[src/rtl/zbt_arbiter.sv]
`default_nettype none
// ============================================================================
// Module      : zbt_arbiter
// Description : Shares one single-port ZBT SRAM between three requesters.
//               - Display read port: hard real-time and always granted on the
//                 cycle it requests. It is never stalled.
//               - Camera write stream: pulses are buffered in a small FIFO and
//                 drained in push order whenever the memory is free.
//               - Auxiliary read/write port: uses a req/ack handshake. It
//                 outranks queued camera writes once it has waited long enough.
//               At most one memory op is issued per cycle. The memory pins are
//               registered. Read data is returned to the requester that issued
//               the read, using a tag pipe that tracks the ZBT read latency.
// Ports       : clk_i, reset_i            clock, synchronous active-high reset
//               disp_req_i/addr_i         display read request (1-cycle pulse)
//               disp_rdata_o/valid_o      display read return
//               ntsc_we_i/addr_i/data_i   camera write push (addr bit 19 ignored)
//               ntsc_ovf_o                sticky: a camera write was dropped
//               aux_req_i/we_i/addr_i/wdata_i  aux request, held until ack
//               aux_ack_o                 aux op granted this cycle
//               aux_rdata_o/rvalid_o      aux read return
//               mem_addr_o/we_o/wdata_o   registered ZBT control/data
//               mem_rdata_i               ZBT read data (READ_LAT after addr)
// Revision    : 1.0 - initial release
// ============================================================================
module zbt_arbiter #(
  parameter int READ_LAT     = 2,
  parameter int WFIFO_DEPTH  = 4,
  parameter int AUX_MAX_WAIT = 16
) (
  input  logic        clk_i,
  input  logic        reset_i,
  // display read port
  input  logic        disp_req_i,
  input  logic [18:0] disp_addr_i,
  output logic [35:0] disp_rdata_o,
  output logic        disp_valid_o,
  // camera write stream
  input  logic        ntsc_we_i,
  input  logic [19:0] ntsc_addr_i,
  input  logic [35:0] ntsc_data_i,
  output logic        ntsc_ovf_o,
  // auxiliary port
  input  logic        aux_req_i,
  input  logic        aux_we_i,
  input  logic [18:0] aux_addr_i,
  input  logic [35:0] aux_wdata_i,
  output logic        aux_ack_o,
  output logic [35:0] aux_rdata_o,
  output logic        aux_rvalid_o,
  // ZBT pins
  output logic [18:0] mem_addr_o,
  output logic        mem_we_o,
  output logic [35:0] mem_wdata_o,
  input  logic [35:0] mem_rdata_i
);

  localparam int PTR_W  = $clog2(WFIFO_DEPTH);
  localparam int WAIT_W = $clog2(AUX_MAX_WAIT + 1);
  // The tag pipe is READ_LAT+1 deep. Each stage holds {is_disp, is_aux}.
  localparam int TAG_W  = 2 * (READ_LAT + 1);
  localparam logic [WAIT_W-1:0] WAIT_LIMIT = WAIT_W'(AUX_MAX_WAIT);

  typedef enum logic [1:0] {
    GNT_NONE = 2'd0,
    GNT_DISP = 2'd1,
    GNT_AUX  = 2'd2,
    GNT_FIFO = 2'd3
  } grant_e;

  grant_e grant;

  // --------------------------------------------------------------------------
  // Camera write FIFO. The pointers carry one extra wrap bit, which lets the
  // full and empty states be told apart.
  // --------------------------------------------------------------------------
  logic [18:0]    fifo_addr_q [WFIFO_DEPTH];
  logic [35:0]    fifo_data_q [WFIFO_DEPTH];
  logic [PTR_W:0] wr_ptr_q, wr_ptr_d;
  logic [PTR_W:0] rd_ptr_q, rd_ptr_d;
  logic           fifo_empty, fifo_full;
  logic           fifo_push, fifo_pop, fifo_drop;
  logic [18:0]    head_addr;
  logic [35:0]    head_data;

  assign fifo_empty = (wr_ptr_q == rd_ptr_q);
  assign fifo_full  = (wr_ptr_q[PTR_W] != rd_ptr_q[PTR_W]) &&
                      (wr_ptr_q[PTR_W-1:0] == rd_ptr_q[PTR_W-1:0]);
  assign head_addr  = fifo_addr_q[rd_ptr_q[PTR_W-1:0]];
  assign head_data  = fifo_data_q[rd_ptr_q[PTR_W-1:0]];

  // Bit 19 of the camera address selects a frame half upstream. The ZBT only
  // sees 19 address bits, so this bit is intentionally discarded.
  logic unused_ntsc_addr_msb;
  assign unused_ntsc_addr_msb = ntsc_addr_i[19];

  // --------------------------------------------------------------------------
  // Aux starvation counter and camera overflow flag
  // --------------------------------------------------------------------------
  logic [WAIT_W-1:0] wait_cnt_q, wait_cnt_d;
  logic              aux_urgent;
  logic              ovf_q, ovf_d;

  assign aux_urgent = (wait_cnt_q >= WAIT_LIMIT);

  // --------------------------------------------------------------------------
  // Grant: display > urgent aux > FIFO head > aux.
  // No grant is issued while in reset, so nothing new enters the pipe.
  // --------------------------------------------------------------------------
  always_comb begin
    grant = GNT_NONE;
    if (!reset_i) begin
      if (disp_req_i) begin
        grant = GNT_DISP;
      end else if (aux_req_i && aux_urgent) begin
        grant = GNT_AUX;
      end else if (!fifo_empty) begin
        grant = GNT_FIFO;
      end else if (aux_req_i) begin
        grant = GNT_AUX;
      end
    end
  end

  // FIFO bookkeeping. A push into a full FIFO is still accepted when the head
  // leaves in the same cycle, because the freed slot is the one being written.
  always_comb begin
    fifo_pop  = (grant == GNT_FIFO);
    fifo_push = ntsc_we_i && (!fifo_full || fifo_pop);
    fifo_drop = ntsc_we_i && fifo_full && !fifo_pop;
    wr_ptr_d  = wr_ptr_q + {{PTR_W{1'b0}}, fifo_push};
    rd_ptr_d  = rd_ptr_q + {{PTR_W{1'b0}}, fifo_pop};
    ovf_d     = ovf_q | fifo_drop;
  end

  always_comb begin
    wait_cnt_d = wait_cnt_q;
    if (grant == GNT_AUX) begin
      wait_cnt_d = '0;
    end else if (aux_req_i && (wait_cnt_q < WAIT_LIMIT)) begin
      wait_cnt_d = wait_cnt_q + 1'b1;
    end
  end

  // --------------------------------------------------------------------------
  // Memory command next-state. When idle, the address holds its last value
  // and only the write enable drops.
  // --------------------------------------------------------------------------
  logic [18:0] mem_addr_q, mem_addr_d;
  logic        mem_we_q, mem_we_d;
  logic [35:0] mem_wdata_q, mem_wdata_d;
  logic [1:0]  tag_in;

  always_comb begin
    mem_addr_d  = mem_addr_q;
    mem_we_d    = 1'b0;
    mem_wdata_d = mem_wdata_q;
    tag_in      = 2'b00;
    case (grant)
      GNT_DISP: begin
        mem_addr_d = disp_addr_i;
        tag_in     = 2'b10;
      end
      GNT_AUX: begin
        mem_addr_d = aux_addr_i;
        mem_we_d   = aux_we_i;
        if (aux_we_i) begin
          mem_wdata_d = aux_wdata_i;
        end else begin
          tag_in = 2'b01;
        end
      end
      GNT_FIFO: begin
        mem_addr_d  = head_addr;
        mem_we_d    = 1'b1;
        mem_wdata_d = head_data;
      end
      default: begin
      end
    endcase
  end

  // --------------------------------------------------------------------------
  // State registers
  // --------------------------------------------------------------------------
  logic [TAG_W-1:0] tag_q;

  always_ff @(posedge clk_i) begin
    if (reset_i) begin
      wr_ptr_q    <= '0;
      rd_ptr_q    <= '0;
      wait_cnt_q  <= '0;
      ovf_q       <= 1'b0;
      mem_addr_q  <= '0;
      mem_we_q    <= 1'b0;
      mem_wdata_q <= '0;
      tag_q       <= '0;
    end else begin
      wr_ptr_q    <= wr_ptr_d;
      rd_ptr_q    <= rd_ptr_d;
      wait_cnt_q  <= wait_cnt_d;
      ovf_q       <= ovf_d;
      mem_addr_q  <= mem_addr_d;
      mem_we_q    <= mem_we_d;
      mem_wdata_q <= mem_wdata_d;
      // Stage 0 lines up with mem_addr_o. The top stage lines up with the
      // cycle in which mem_rdata_i carries that read's data.
      tag_q       <= {tag_q[TAG_W-3:0], tag_in};
    end
  end

  // FIFO storage is data only. The pointers alone define its contents, so it
  // needs no reset.
  always_ff @(posedge clk_i) begin
    if (fifo_push) begin
      fifo_addr_q[wr_ptr_q[PTR_W-1:0]] <= ntsc_addr_i[18:0];
      fifo_data_q[wr_ptr_q[PTR_W-1:0]] <= ntsc_data_i;
    end
  end

  // --------------------------------------------------------------------------
  // Outputs. Read data is forced to zero whenever it does not belong to the
  // requester.
  // --------------------------------------------------------------------------
  assign disp_valid_o = tag_q[TAG_W-1];
  assign aux_rvalid_o = tag_q[TAG_W-2];
  assign disp_rdata_o = disp_valid_o ? mem_rdata_i : '0;
  assign aux_rdata_o  = aux_rvalid_o ? mem_rdata_i : '0;
  assign aux_ack_o    = (grant == GNT_AUX);
  assign ntsc_ovf_o   = ovf_q;
  assign mem_addr_o   = mem_addr_q;
  assign mem_we_o     = mem_we_q;
  assign mem_wdata_o  = mem_wdata_q;

endmodule
`default_nettype wire

[config.mk]
export PLATFORM = sky130hd
export DESIGN_NAME = zbt_arbiter
export DESIGN_NICKNAME = d
export VERILOG_FILES = /design/src/rtl/zbt_arbiter.sv
export SDC_FILE = /design/constraint.sdc
export NUM_CORES = 1
export LEC_CHECK = 0
export BUFFER_PORTS_ARGS = -buffer_cell sky130_fd_sc_hd__buf_4
export CAP_MARGIN = 10
export CORE_MARGIN = 2
export CORE_UTILIZATION = 25
export DETAILED_ROUTE_END_ITERATION = 10
export HOLD_SLACK_MARGIN = 0.12
export PLACE_DENSITY = 0.46
export RECOVER_POWER = 50
export SYNTH_ARGS = -nofsm -noshare
export SYNTH_HDL_FRONTEND = slang
export SYNTH_SLANG_ARGS = --single-unit
[constraint.sdc]
create_clock -name clk_i -period 7.1 [get_ports clk_i]
set_clock_uncertainty 0.05 [all_clocks]
set_input_delay 0.355 -clock clk_i [delete_from_list [all_inputs] [get_ports clk_i]]
set_output_delay 0.355 -clock clk_i [all_outputs]
set_load 0.05 [all_outputs]
* Word level (Yosys, flattened, before mapping)
Memories as Yosys holds them, arrays and structs flattened. A register that Yosys moved wholly into a read port is not among the register bits. Index checks and enable logic that the tools add are counted.
Operators by class: add/subtract/negate cells 3, $lt $le $gt $ge 2, eq/ne operators 7, mux-type cells 17, bitwise logic cells 1, reduce and logical (&&, ||, !) cells 13
Operators with widths (number):
- $mux W36 | 3
- $pmux W36 S2 | 1
- $pmux W19 S3 | 1
- $mux W2 | 7
- $add A3 B1 Y3 | 2
- $logic_and A1 B1 Y1 | 6
- $add A5 B1 Y5 const B | 1
- $ge A5 B5 Y1 const B | 1
- $lt A5 B5 Y1 const B | 1
- $eq A2 B2 Y1 const B | 2
- $pmux W2 S2 | 1
- $eq A3 B3 Y1 | 1
- $mux W1 | 3
- $reduce_bool A3 Y1 | 1
- $eq A2 B1 Y1 const B | 1
- $eq A2 B2 Y1 | 1
- $logic_not A1 Y1 | 2
- $ne A2 B2 Y1 const B | 1
- $pmux W1 S2 | 1
- $reduce_and A2 Y1 | 1
- $reduce_bool A2 Y1 | 1
- $reduce_or A2 Y1 | 1
- $logic_or A1 B1 Y1 | 1
- $ne A1 B1 Y1 | 1
- $or A1 B1 Y1 | 1
Word-level totals: register bits after elaboration 74, memory bits (writable) 220, bits of input ports 172, output and inout port bits 132, logic and storage cells 53, memories kept 2
Memories:
- fifo_data_q | words 4, width 36, rd ports 1, clocked after Yosys merged registers in 1, wr ports 1, RTL line 78 | logic [35:0] fifo_data_q [WFIFO_DEPTH];
- fifo_addr_q | words 4, width 19, rd ports 1, clocked after Yosys merged registers in 1, wr ports 1, RTL line 77 | logic [18:0] fifo_addr_q [WFIFO_DEPTH];

* Logic depth before layout (Yosys ltp)
depth in word-level cells 10, depth in mapped cells 9, mapped depth without buffers 6

* Least setup slack after synthesis
No wires, ideal clock.
path kind input -> register, start point input port disp_req_i, end point memory fifo_addr_q[0][0] (enable), setup time 547 ps, data arrival time 5250 ps, data required time 6503 ps, path slack 1253 ps, cell stages on the path 4, path buffers 1, cells stage by stage clkbuf_1 a211o_1 a41oi_1 nor3b_1
Between the ends: word-level cells in the longest chain between the ends 7
Ends and longest elaborated chain:
- from (decl) | RTL line 34 | input logic disp_req_i,
- $mux W2 | RTL line 113 | if (disp_req_i) begin
- $mux W2 | RTL line 112 | if (!reset_i) begin
- $eq A2 B2 Y1 | RTL line 128 | fifo_pop = (grant == GNT_FIFO);
- $logic_or A1 B1 Y1 | RTL line 129 | fifo_push = ntsc_we_i && (!fifo_full || fifo_pop);
- $logic_and A1 B1 Y1 | RTL line 129
- $mux W1 | RTL line 215 | if (fifo_push) begin
- $mux W1 (implied by the code) | RTL line 216 | fifo_addr_q[wr_ptr_q[PTR_W-1:0]] <= ntsc_addr_i[18:0];
- to (decl) | RTL line 77
Every way passes these cells.

* Final worst setup path
start point register rd_ptr_q[1], end point memory fifo_data_q[2][28] (enable)
Between the ends: word-level cells in the longest chain between the ends 10, elaborated cells between the ends (all ways) 13, classes of those cells eq/ne (3); mux (6); reduce/logical (4)
Ends and longest elaborated chain:
- from (decl) | RTL line 80 | logic [PTR_W:0] rd_ptr_q, rd_ptr_d;
- from (signal assigned) | RTL line 200 | rd_ptr_q <= rd_ptr_d;
- $eq A3 B3 Y1 | RTL line 86 | assign fifo_empty = (wr_ptr_q == rd_ptr_q);
- $mux W2 | RTL line 117 | end else if (!fifo_empty) begin
- $mux W2 | RTL line 115 | end else if (aux_req_i && aux_urgent) begin
- $mux W2 | RTL line 113
- $mux W2 | RTL line 112
- $eq A2 B2 Y1 | RTL line 128
- $logic_or A1 B1 Y1 (*) | RTL line 129
- $logic_and A1 B1 Y1 (*) | RTL line 129
- $mux W1 (*) | RTL line 215
- $mux W1 (implied by the code) (*) | RTL line 217 | fifo_data_q[wr_ptr_q[PTR_W-1:0]] <= ntsc_data_i;
- to (decl) | RTL line 78
Mark *: on every way between the ends. The rest lies on a longest branch, timed or not.

==> metrics <==
run status finished, violations left; violated checks max-capacitance violations, max-slew violations; XOR/XNOR share of the synthesized area 0.9467%; dominant cell by count in the synthesized netlist edfxtp_1; post-route cell area 16340 sq um; hold wc startpoint aux_addr_i[18]; Worst Path Arrival approximately 3.9 ns; placed cell count ~1.6k; post-synth cell types 37; Worst Hold Slack roughly 0.17 ns; Max VDD drop about 160 uV; drt pass-1 iters 6; RSZ-0062 raised after global routing no; Hold Path Sink mem_addr_o[18]$_SDFFE_PP0P_; fmax around 270 MHz; Clock Power Share approximately two fifths; first-pass GRT wire length about 50 mm; final wirelength ~34 mm; CTS tree yes; Slew @ Worst Pin about 2.2 ns; Critical Path RT between 7 and 8 ns; start point of the critical path rd_ptr_q[1]$_SDFF_PP0_; Adder-Cell Fraction of Synth Area less than 1%; Int Power between 0.003 and 0.004 W; CTS sink cnt just under 300; global route overflow 0; Leakage approximately 5.7 nW; Die W 220.9 um; hpwl dp 20.43 mm; mux contribution to synthesized area roughly 11%; Switch Pwr around 0.0012 W; critical path fanouts, max 58; routed vias ~8k; fin crit period 3.747 ns; antenna violations before repair 4; port buffer count roughly 300; Area after DPL roughly 15000 sq um; Worst Path Class, Setup register to register; Reg power frac between 40 and 50%; leading cell types by count after synthesis edfxtp_1 (220), dfxtp_1 (74), and2_1 (72); Cells after Synth 760; Fin. Hold Viols 0; Max Cap Viol 1; post-synthesis sequential area ratio about 69%; Synth warnings 0; Detail Route Antenna Nets 0; Die Span Y 220.9 um; fin. max-slew vios 46; vias in the first global route slightly above 8k; R2R depth 5; Pwr Density approximately 270 nW/um^2; Max clock buf depth 3; Post-synth EDFFs 220; synth top area cells edfxtp_1 (56%), dfxtp_1 (13%), mux4_2 (11%), and2_1 (3.8%), o22ai_1 (3.8%); PostCTS Resize Cnt 0; mean post-synth cell area around 15 sq um; CTS Hold Bufs 110; R2R Path End fifo_data_q[2][28]$_DFFE_PP_; post-CTS setup buffers 0; Setup Viol. Count Final 0; CTS Buf Count 34; via/cell ratio approximately 4.4; Synth async-reset ratio 0%; Total GRT Usage ~13%; Post-Syn Area between 10000 and 15000 sq um; pin count of the biggest net entering global routing 59; Slew HR -43.62%; Worst Setup Start Kind register; H-tree depth 2; num rows 79; Switching Fraction approximately a quarter; worst skew pair latency ~0.53 ns; area share of the largest cell type after synthesis between 50% and 60%; initial DRC count about 410; io pins a little over 300; Synth area leader edfxtp_1; simple-gate share of the synthesized area 7.021%; R2R Path Start rd_ptr_q[1]$_SDFF_PP0_; final setup TNS 0 ns; Yosys reg bits approximately 290; DRC 0; Comb pwr share roughly 15%; final non-filler cell total approximately 1.8k; full die area just under 50000 sq um; Post-Place Worst Slack about 3.1 ns; PnR worst setup slack 3.353 ns; Placer Congestion about 0.75; Clk pin slew, worst setup/hold paths approximately 0.060 ns; Most used DFF post-synth edfxtp_1; post-synthesis compound-gate area fraction 8.403%; post-route clock period utilization 52.78%; flop2flop setup slack ~3.4 ns; share of cells above drive strength 1 ~24%; hold path depth 4; Final #Nets approximately 1.3k; CP endpoint kind register; Layout Area Growth over Synthesis 38.88%; Root Buffer clkbuf_16; Initial Util around a quarter; Hold Crit Class input pin to register; Net Count, Synth between 900 and 1k; core area 46460 sq um; drt wl/cell 18.61 um; largest family of logic cells by synthesized area multiplexers
## power by group through the flow
| stage | Combinational [W] | Sequential (W) | Clock (W) |
|---|---|---|---|
| floorplan | 0.000288 | 0.00218 | 0 |
| detailed placement | 0.000682 | 0.00205 | 0 |
| global route | 0.000722 | 0.00202 | 0.00186 |
| finish | 0.000672 | 0.00201 | 0.00174 |
| CTS | 0.000734 | 0.00201 | 0.00180 |
| global placement | 0.000680 | 0.00204 | 0 |
## placed cells by master (no fill, tap or decap), drive strengths merged
cell / count
edfxtp: 220
nor3: 1
xnor2: 6
mux2i: 2
clkinv: 10
nor4: 1
a31oi: 3
inv: 43
nand3b: 2
a32o: 3
a22oi: 17
o21ai: 17
ha: 5
xor2: 5
a21oi: 39
nand2: 22
buf: 174
diode: 2
nor3b: 1
nor2: 14
and2: 72
o22ai: 71
nand4: 2
dlygate4sd3: 110
o31ai: 2
clkbuf: 183
bufinv: 3
a41oi: 3
a211o: 1
clkinvlp: 1
nor2b: 10
nand2b: 20
and3: 1
dfxtp: 74
mux4: 55
## state kept, by name, summed over array words and instances, names as in the netlist
signal,flops
fifo_data_q,144
fifo_addr_q,76
mem_wdata_o,36
mem_addr_o,19
tag_q,6
wait_cnt_q,5
rd_ptr_q,3
wr_ptr_q,3
mem_we_o,1
ntsc_ovf_o,1
## cell families (layout without fill, tap and decap cells)
kind of cell	count (synthesis)	count (layout)
DFF	294	294
AOI/OAI and AO/OA	156	156
and+or+nand+nor	146	146
buffers and inverters	91	524
muxes	57	57
xor gates and xnor gates	11	11
adders and majority gates	5	5
other	0	2
## layout make-up
class | instances | area, sq um
Timing Repair Buffer | 421 | 2922
Tap cell | 607 | 759.5
Clock buffer | 46 | 957.2
Sequential cell | 294 | 8095
Inverter | 42 | 157.7
Clock inverter | 15 | 150.1
Fill cell | 4601 | 30120
Antenna cell | 2 | 5.005
Multi-Input combinational cell | 375 | 3289
## worst max-delay path: stages, from the launching register on
cell and delay [ns]:
dfxtp_4 1.02, xnor2_2 0.26, a41oi_1 0.49, nand2_1 0.16, nor2_4 0.77, buf_4 0.60
## worst max path at each step
| stage | slack [ns] | to |
|---|---|---|
| 3_3_place_gp | 3.15 | fifo_data_q[2][33]$_DFFE_PP_ |
| 2_1_floorplan | 1.25 | fifo_addr_q[0][0]$_DFFE_PP_ |
| 4_1_cts | 3.08 | fifo_data_q[2][17]$_DFFE_PP_ |
| 3_5_place_dp | 3.09 | fifo_data_q[2][17]$_DFFE_PP_ |
| 6_report | 3.35 | fifo_data_q[2][28]$_DFFE_PP_ |
| 5_1_grt | 2.90 | fifo_data_q[2][17]$_DFFE_PP_ |
## layer usage
| layer | vias up | wire length, um | GRT usage [%] |
|---|---|---|---|
| li1 | 3726 | - | - |
| met1 | 3935 | 14560 | 16.64 |
| met2 | 279 | 16290 | 22.57 |
| met3 | 39 | 2005 | 3.373 |
| met4 | 2 | 663 | 4.676 |
| met5 | - | 13 | 0 |
## metrics by stage
stage               utilization [%]  total power (W)
global route                  35.16         0.004607
detailed placement            31.51         0.002731
global placement              31.51         0.002725
floorplan                         -         0.002467
CTS                           36.26         0.004548
finish                        35.16         0.004421
Note: power is estimated with default switching activity, not from simulation.
